**config.mk**
```make
export PLATFORM = sky130hd
export DESIGN_NAME = seg7_scan_driver
export DESIGN_NICKNAME = d
export VERILOG_FILES = /design/src/rtl/seg7_pkg.sv /design/src/rtl/seg7_decode.sv /design/src/rtl/seg7_scan_driver.sv
export SDC_FILE = /design/constraint.sdc
export NUM_CORES = 1
export LEC_CHECK = 0
export ABC_AREA = 1
export CORE_ASPECT_RATIO = 1.2
export CORE_MARGIN = 5
export CORE_UTILIZATION = 27
export CTS_CLUSTER_SIZE = 28
export DETAILED_ROUTE_END_ITERATION = 7
export PLACE_DENSITY_LB_ADDON = 0.12
export SYNTH_ARGS = -nofsm -noshare
export SYNTH_HDL_FRONTEND = slang
export SYNTH_HIERARCHICAL = 1
export SYNTH_SLANG_ARGS = --single-unit
```
**constraint.sdc**
```tcl
create_clock -name w_clk -period 2.8 [get_ports w_clk]
set_clock_uncertainty 0.15 [all_clocks]
set_input_delay 0.42 -clock w_clk [delete_from_list [all_inputs] [get_ports w_clk]]
set_output_delay 0.42 -clock w_clk [all_outputs]
set_load 0.01 [all_outputs]
```
**src/rtl/seg7_pkg.sv**
```systemverilog
// Shared types and the hex-to-segment table for the multiplexed 7-segment driver.
// Segment order is {a,b,c,d,e,f,g} on bits [6:0], active-high before any polarity flip.
package seg7_pkg;

   typedef logic [6:0] seg7_t;

   localparam seg7_t SEG7_OFF = 7'b000_0000;

   localparam seg7_t SEG7_LUT [16] = '{
      7'b111_1110, 7'b011_0000, 7'b110_1101, 7'b111_1001,
      7'b011_0011, 7'b101_1011, 7'b101_1111, 7'b111_0000,
      7'b111_1111, 7'b111_1011, 7'b111_0111, 7'b001_1111,
      7'b100_1110, 7'b011_1101, 7'b100_1111, 7'b100_0111
   };

   // Applies the board's electrical polarity to an active-high pattern.
   function automatic seg7_t seg7_polar(input seg7_t seg, input bit act_low);
      return act_low ? ~seg : seg;
   endfunction

endpackage

```
**src/rtl/seg7_decode.sv**
```systemverilog
// Combinational hex digit to active-high segment pattern.
module seg7_decode
   import seg7_pkg::*;
(
   input  logic [3:0] digit_i,
   output seg7_t      seg_o
);

   // Table lookup; all 16 codes are defined so no fallback is needed.
   always_comb begin
      seg_o = SEG7_LUT[digit_i];
   end

endmodule

```
**src/rtl/seg7_scan_driver.sv**
```systemverilog
// N-digit multiplexed hex display driver with frame-aligned double buffering.
// Optional leading-zero blanking is enabled by defining SEG7_LZB_EN.
module seg7_scan_driver
   import seg7_pkg::*;
#(
   parameter int N_DIGITS     = 4,
   parameter int SCAN_DIV     = 50000,
   parameter int BLANK_CYCLES = 2,
   parameter bit SEG_ACT_LOW  = 1'b0,
   parameter bit AN_ACT_LOW   = 1'b0
)
(
   input  logic                  w_clk,
   input  logic                  w_rst_n,
   input  logic [4*N_DIGITS-1:0] w_digits,
   input  logic                  w_load,
   input  logic [N_DIGITS-1:0]   w_blank_mask,
   output logic [6:0]            w_seg7,
   output logic [N_DIGITS-1:0]   w_an,
   output logic                  w_frame
);

   localparam int DIV_W = (SCAN_DIV > 1) ? $clog2(SCAN_DIV) : 1;
   localparam int IDX_W = (N_DIGITS > 1) ? $clog2(N_DIGITS) : 1;
   localparam logic [DIV_W-1:0] DIV_LAST  = DIV_W'(SCAN_DIV - 1);
   localparam logic [DIV_W-1:0] DIV_BLANK = DIV_W'(BLANK_CYCLES);
   localparam logic [IDX_W-1:0] IDX_LAST  = IDX_W'(N_DIGITS - 1);
   localparam seg7_t                SEG_OFF_V = seg7_polar(SEG7_OFF, SEG_ACT_LOW);
   localparam logic [N_DIGITS-1:0]  AN_OFF_V  = {N_DIGITS{AN_ACT_LOW}};

   logic [DIV_W-1:0]      div_q, div_d;
   logic [IDX_W-1:0]      idx_q, idx_d;
   logic [4*N_DIGITS-1:0] active_q, active_d;
   logic [4*N_DIGITS-1:0] pending_q, pending_d;
   logic                  pend_flag_q, pend_flag_d;
   logic                  frame_q, frame_d;
   seg7_t                 seg_q, seg_d;
   logic [N_DIGITS-1:0]   an_q, an_d;

   logic                  boundary_s;
   logic [3:0]            cur_digit_s;
   logic                  mask_sel_s;
   logic                  lzb_sel_s;
   logic [N_DIGITS-1:0]   onehot_s;
   logic [N_DIGITS-1:0]   lzb_s;
   logic                  lit_s;
   seg7_t                 dec_seg_s;

   assign boundary_s = (div_q == DIV_LAST) && (idx_q == IDX_LAST);

   // Slot divider and digit index.
   always_comb begin
      div_d = div_q;
      idx_d = idx_q;
      if (div_q == DIV_LAST) begin
         div_d = '0;
         if (idx_q == IDX_LAST) begin
            idx_d = '0;
         end else begin
            idx_d = idx_q + IDX_W'(1);
         end
      end else begin
         div_d = div_q + DIV_W'(1);
      end
   end

   // Double buffer: a load on the boundary itself bypasses pending so it shows next frame.
   always_comb begin
      active_d    = active_q;
      pending_d   = pending_q;
      pend_flag_d = pend_flag_q;
      if (w_load) begin
         pending_d = w_digits;
         if (boundary_s) begin
            active_d    = w_digits;
            pend_flag_d = 1'b0;
         end else begin
            pend_flag_d = 1'b1;
         end
      end else if (boundary_s && pend_flag_q) begin
         active_d    = pending_q;
         pend_flag_d = 1'b0;
      end else begin
         pend_flag_d = pend_flag_q;
      end
   end

`ifdef SEG7_LZB_EN
   logic zero_run_s;

   // A digit is blanked when it and every more significant digit are zero; digit 0 never is.
   always_comb begin
      zero_run_s = 1'b1;
      lzb_s      = '0;
      for (int k = N_DIGITS - 1; k >= 0; k--) begin
         zero_run_s = zero_run_s && (active_q[4*k +: 4] == 4'h0);
         lzb_s[k]   = (k > 0) && zero_run_s;
      end
   end
`else
   // Leading-zero blanking compiled out.
   always_comb begin
      lzb_s = '0;
   end
`endif

   // Per-index selection of digit value, mask bit, blanking bit and anode.
   always_comb begin
      cur_digit_s = 4'h0;
      mask_sel_s  = 1'b0;
      lzb_sel_s   = 1'b0;
      onehot_s    = '0;
      for (int k = 0; k < N_DIGITS; k++) begin
         if (idx_q == IDX_W'(k)) begin
            cur_digit_s = active_q[4*k +: 4];
            mask_sel_s  = w_blank_mask[k];
            lzb_sel_s   = lzb_s[k];
            onehot_s[k] = 1'b1;
         end else begin
            onehot_s[k] = 1'b0;
         end
      end
   end

   seg7_decode u_decode (
      .digit_i (cur_digit_s),
      .seg_o   (dec_seg_s)
   );

   assign lit_s = (div_q >= DIV_BLANK) && !mask_sel_s && !lzb_sel_s;

   // Output next-state with polarity applied after decode.
   always_comb begin
      frame_d = boundary_s;
      if (lit_s) begin
         seg_d = seg7_polar(dec_seg_s, SEG_ACT_LOW);
         an_d  = onehot_s ^ AN_OFF_V;
      end else begin
         seg_d = SEG_OFF_V;
         an_d  = AN_OFF_V;
      end
   end

   // State and output registers.
   always_ff @(posedge w_clk or negedge w_rst_n) begin
      if (!w_rst_n) begin
         div_q       <= '0;
         idx_q       <= '0;
         active_q    <= '0;
         pending_q   <= '0;
         pend_flag_q <= 1'b0;
         frame_q     <= 1'b0;
         seg_q       <= SEG_OFF_V;
         an_q        <= AN_OFF_V;
      end else begin
         div_q       <= div_d;
         idx_q       <= idx_d;
         active_q    <= active_d;
         pending_q   <= pending_d;
         pend_flag_q <= pend_flag_d;
         frame_q     <= frame_d;
         seg_q       <= seg_d;
         an_q        <= an_d;
      end
   end

   assign w_seg7  = seg_q;
   assign w_an    = an_q;
   assign w_frame = frame_q;

endmodule

```
* Word level (Yosys, flattened, before mapping)
Memories as Yosys holds them, arrays and structs flattened.
Index checks and enable logic that the tools add are counted.
** Cells by class
- Equality and inequality tests :: 5
- Shifts and indexed selects :: 0
- Div/mod/pow operators :: 0
- $add $sub $neg :: 2
- Bitwise logic cells :: 1
- Reduce and logical (&&, ||, !) cells :: 7
- Multipliers :: 0
- Magnitude comparators :: 2
- Mux-type cells :: 24
** Operator list (number)
- 2-to-1 mux 16 bit :: 4
- 2-to-1 mux 7 bit :: 3
- 2-to-1 mux 4 bit :: 5
- adder 16 x 1 -> 16 bit, second input constant :: 1
- equality test 16 bit, second input constant :: 1
- greater-or-equal comparator 16 x 2 -> 1 bit, second input constant :: 1
- 2-to-1 mux 1 bit :: 11
- greater-or-equal comparator 5 bit, second input constant :: 1
- inverter 4 -> 5 bit :: 1
- equality test 2 bit, second input constant :: 2
- logical AND 1 bit :: 3
- adder 2 x 1 -> 2 bit, second input constant :: 1
- equality test 2 x 1 -> 1 bit, second input constant :: 1
- logical NOT 2 bit :: 1
- 2-to-1 mux 2 bit :: 1
- != test 2 x 1 -> 1 bit, second input constant :: 1
- AND reduction 2 bit :: 1
- nonzero test 2 bit :: 1
- logical NOT 1 bit :: 1
** Word-level totals
- Memories kept :: 1
- Output and inout bits :: 12
- Bits in read-only memories :: 112
- Register bits :: 63
- Bits in latches :: 0
- Input bits :: 23
- Word-level logic and storage cells :: 50
- Memory bits (writable) :: 0
** Memory list
- (no name shown) :: depth 16, width 7, read ports 1, clocked after Yosys merged registers in 0, wr ports 0, RTL line seg7_decode.sv:11 : seg_o = SEG7_LUT[digit_i];

* Logic depth before layout (Yosys ltp)
- Depth in word-level cells :: 10
- Depth in mapped cells :: 17
- Mapped depth without buffers :: 17

* By module
The synthesis kept the hierarchy.
** By module, submodules not included
- seg7_scan_driver :: instances 1, area an instance 3065.4 um^2, cells an instance 352, sequential area each 1576.5 um^2
- seg7_decode :: instances 1, area an instance 270.3 um^2, cells an instance 52, sequential area each 0.0 um^2

* Worst setup path after synthesis
OpenSTA, ideal clock, no wires.
- Path type :: reg-to-reg
- From :: register idx_q[0]
- To :: register seg_q[3], in the netlist w_seg7[3]
- Stages on the path, launching flop included :: 17
- Arrival :: 2059 ps
- Required time :: 2529 ps
- Period minus slack after synthesis :: 2330 ps
- Setup time :: 121 ps
- Path slack :: 470 ps
- Path buffers :: 0
- Path through :: dfrtp_1 inv_1 ha_1 inv_1 nor2_1 nand2_1 o211ai_1 o211ai_1 o21ai_0 inv_1 ha_1 nand2_1 o21ai_0 nand2_1 nand2_1 inv_1 nor2_1
** Between the ends
- Longest elaborated chain between the ends :: 10
- Elaborated cells on any way between the ends :: 19
- Classes of those cells :: 3 x eq/ne; 11 x mux; 1 x bitwise; 3 x reduce/logical; 1 x memory
** Ends and longest elaborated chain
- start, declared :: RTL line seg7_scan_driver.sv:32 : logic [IDX_W-1:0] idx_q, idx_d;
- start signal, assigned :: RTL line seg7_scan_driver.sv:157 : idx_q <= idx_d;
- logical NOT 2 bit :: RTL line seg7_scan_driver.sv:114 : if (idx_q == IDX_W'(k)) begin
- 2-to-1 mux 4 bit (3 in series) :: RTL line seg7_scan_driver.sv:114
- 2-to-1 mux 4 bit * :: RTL line seg7_scan_driver.sv:114
- via cur_digit_s[1] :: RTL line seg7_scan_driver.sv:41 : logic [3:0] cur_digit_s;
- inverter 4 -> 5 bit (implied by the code) * :: RTL line seg7_decode.sv:11
- memory read (16 x 7 bit) *
- 2-to-1 mux 7 bit (implied by the code) * (2 in series) :: RTL line seg7_decode.sv:11
- via dec_seg_s[3] :: RTL line seg7_scan_driver.sv:47 : seg7_t dec_seg_s;
- 2-to-1 mux 7 bit * :: RTL line seg7_scan_driver.sv:135 : if (lit_s) begin
- via seg_d[3] :: RTL line seg7_scan_driver.sv:37 : seg7_t seg_q, seg_d;
- end signal, assigned :: RTL line seg7_scan_driver.sv:162 : seg_q <= seg_d;
- end, declared :: RTL line seg7_scan_driver.sv:37
The timed path passes the listed nets; every way through them passes the cells marked *. The select of a mux whose other input is x is not followed.
A chain may end at the register's enable or synchronous reset.

* Worst setup path after layout
Same ends and word-level chain as after synthesis.

==> results.sh <==
export IMPL_area_growth_pct=25.4
export IMPL_avgViaCountPerCell=4.14
export IMPL_path_cells="inv_1, ha_1, inv_1, nor2_1, nand2_1, o211ai_1, o211ai_1, o21ai_1, inv_1, ha_1, nand2_1, o21ai_0, nand2_1, nand2_1, inv_1, nor2_1"
export IMPL_fillers=1311
export IMPL_clk_latency_ns=0.32
export IMPL_register_area_mm2=0.00158
export IMPL_cts_buffer_depth=2
export IMPL_drc_errors=0
export IMPL_hold_viol=0
export IMPL_crit_type="register to register"
export IMPL_ys_ff_latch=63
export IMPL_reg2reg_depth=16
export IMPL_place_hpwl_mm=5.52
export IMPL_final_cell_area_mm2=0.00418
export IMPL_num_rows=44
export IMPL_ys_types=30
export IMPL_n_antenna_cell=0
export IMPL_status="completed"
export IMPL_hold_path_class="register to register"
export IMPL_p_seq_frac=0.435
export IMPL_cp_end_kind="register"
export IMPL_cp_max_fo=4
export IMPL_grt_pass1_vias=2690
export IMPL_wl_met2_mm=3.35
export IMPL_hold_path_depth=2
export IMPL_fin_crit_sh=0.891
export IMPL_cp_required_ns=2.86
export IMPL_syn_avg_cell_area_um2=8.26
export IMPL_cts_tree="built"
export IMPL_final_common_cell="nand2_1"
export IMPL_final_nets=488
export IMPL_die_x_um=111
export IMPL_clkTransAtPathRegs_ns=0.05
export IMPL_min_period_ns=2.50
export IMPL_ant_nets=0
export IMPL_intPower_mw=1.71
export IMPL_dieArea_mm2=0.0147
export IMPL_wl_met3_um=218
export IMPL_via_count=2555
export IMPL_switching_power_mw=0.505
export IMPL_io_buffer_count=34
export IMPL_grt_max_degree=23
export IMPL_final_cell_mix="nand2_1 (124), dfrtp_1 (63), inv_1 (58), clkdlybuf4s50_1 (33), nand3_1 (29)"
export IMPL_crit_arrival_ns=2.55
export IMPL_synth_cells=404
export IMPL_slew_headroom=0.417
export IMPL_routedWlPerCell_um=11.9
export IMPL_drt_iter0_markers=75
export IMPL_place_area_mm2=0.00385
export IMPL_tns_ns=0
export IMPL_clockPowerShare=0.483
export IMPL_clock_fmax_mhz=401
export IMPL_p_leak_nw=2.15
export IMPL_pin_count=35
export IMPL_h_tree_depth=3
export IMPL_cp_slowest_stage_delay_ns=0.39
export IMPL_start_util=0.275
export IMPL_peakVddDrop_mv=0.273
export IMPL_multi_input_area_mm2=0.00146
export IMPL_maxCapViolCount=0
export IMPL_worst_path_buf_inv=4
export IMPL_finalMaxSlewViolations=0
export IMPL_fp_dieH_um=132
export IMPL_grt_use_total=0.109
export IMPL_cp_slowest_cell="dfrtp_1"
export IMPL_wl_met1_mm=3.71
export IMPL_grt_pass1_wl_mm=13.1
export IMPL_synth_area_mm2=0.00334
export IMPL_switching_share=0.228
export IMPL_core_area_mm2=0.0121
export IMPL_gr_total_overflow=0
export IMPL_worstMarginPinSlew_ns=0.865
export IMPL_dr_pass1_iters=4
export IMPL_power_frac_comb=0.081
export IMPL_holdWs_ns=0.327
export IMPL_numCtsBuffers=9
export IMPL_drt_total_wl_mm=7.37
export IMPL_critPathLaunchType="register"
export IMPL_setup_violations=0
export IMPL_critPathTopFamily="simple AND/OR/NAND/NOR gates"
export IMPL_seq_area_frac_synth=0.473
export IMPL_grt_antenna_before_repair=0
export IMPL_power_density_mw_per_mm2=530
export IMPL_gp_congestion=0.791
export IMPL_final_layout_size_suffix_gt1_frac=0.107
export IMPL_cp_depth=16
export IMPL_cts_sinks=63
export IMPL_rsz0062_at_grt="no"
export IMPL_dr_max_layer_used="met4"
export IMPL_clockRootBuffer="clkbuf_16"
export IMPL_synth_warnings=6
export IMPL_syn_nets=440
[worst min-delay path, delay by kind of cell, from the launching register on]
family | cells | cell delay, ns
flops | 1 | 0.32
simple gates | 2 | 0.12
[stage by stage]
step / setup WS [ns] / total power, mW / utilization / instances
5_1_grt: 0.0316 / 2.33 / 0.345 / 617
4_1_cts: 0.147 / 2.25 / 0.342 / 613
3_5_place_dp: 0.162 / 1.16 / 0.318 / 597
6_report: 0.304 / 2.22 / 0.345 / 617
3_3_place_gp: 0.286 / 1.16 / 0.318 / 597
2_1_floorplan: 0.470 / 1.07 / - / 404
[flip-flops by register name (all words and copies together), names as in the netlist]
| name | cells |
|---|---|
| pend_flag_q | 1 |
| w_seg7 | 7 |
| pending_q | 16 |
| w_an | 4 |
| idx_q | 2 |
| active_q | 16 |
| div_q | 16 |
| w_frame | 1 |
[timing repair]
| action | CTS | global route |
|---|---|---|
| setup endpoints to repair | 0 | 5 |
| setup buffers | 0 | 4 |
| hold buffers | 1 | 0 |
| gates resized for setup | 0 | 4 |
| endpoints found under the hold margin | 20 | 0 |
[cell type report]
| cell class | count | share of cell area |
|---|---|---|
| clock buffers | 10 | 0.0548 |
| well taps | 161 | 0.0482 |
| repair buffers | 46 | 0.102 |
| multi-input cells | 270 | 0.349 |
| inverters | 62 | 0.0566 |
| flip-flops and latches | 63 | 0.377 |
| clock inverters | 5 | 0.0120 |
[cells by family after synthesis]
logic type / Yosys count / synth area share
compound gates: 41 / 0.0829
xor+xnor: 5 / 0.0131
fa+ha+maj: 13 / 0.0488
buf+inv: 71 / 0.0908
flops: 63 / 0.473
simple gates: 211 / 0.292
[final timing paths]
kind,startpoint,endpoint,slack (ns)
setup / recovery,idx_q[0],w_seg7[3],0.30
hold / removal,pending_q[14],pending_q[14],0.33
setup reg to reg,idx_q[0],w_seg7[3],0.30
hold reg to reg,pending_q[14],pending_q[14],0.33
max in group asynchronous,w_rst_n,active_q[8],1.33
min in group asynchronous,w_rst_n,idx_q[1],0.48
[power groups by stage]
stage | logic, mW | clock network, mW | registers (mW)
final | 0.180 | 1.07 | 0.964
after global routing | 0.212 | 1.15 | 0.967
after CTS | 0.185 | 1.10 | 0.965
after detailed placement | 0.183 | 0 | 0.980
after global placement | 0.182 | 0 | 0.980
after floorplan | 0.0879 | 0 | 0.981
[metal layers]
| layer | track usage | vias to the layer above |
|---|---|---|
| met5 | 0 | - |
| met2 | 0.167 | 40 |
| met3 | 0.0312 | 6 |
| met4 | 0.0365 | 0 |
| li1 | - | 1356 |
| met1 | 0.149 | 1153 |
[cells in the mapped netlist, drive strengths merged]
cell type  instances  area [um^2]
o21ai             10         50.0
dfrtp             63         1580
clkinv             2         7.51
o211ai             8         60.1
nand3             30          163
xor2               5         43.8
a21oi              4         20.0
nor2              39          221
nand2            128          490
nor3               7         40.0
inv               60          225
o21bai            18          139
nand4              7         58.8
buf                9         70.1
ha                13          163
a22oi              1         7.51
Note: power is estimated with default switching activity, not from simulation.
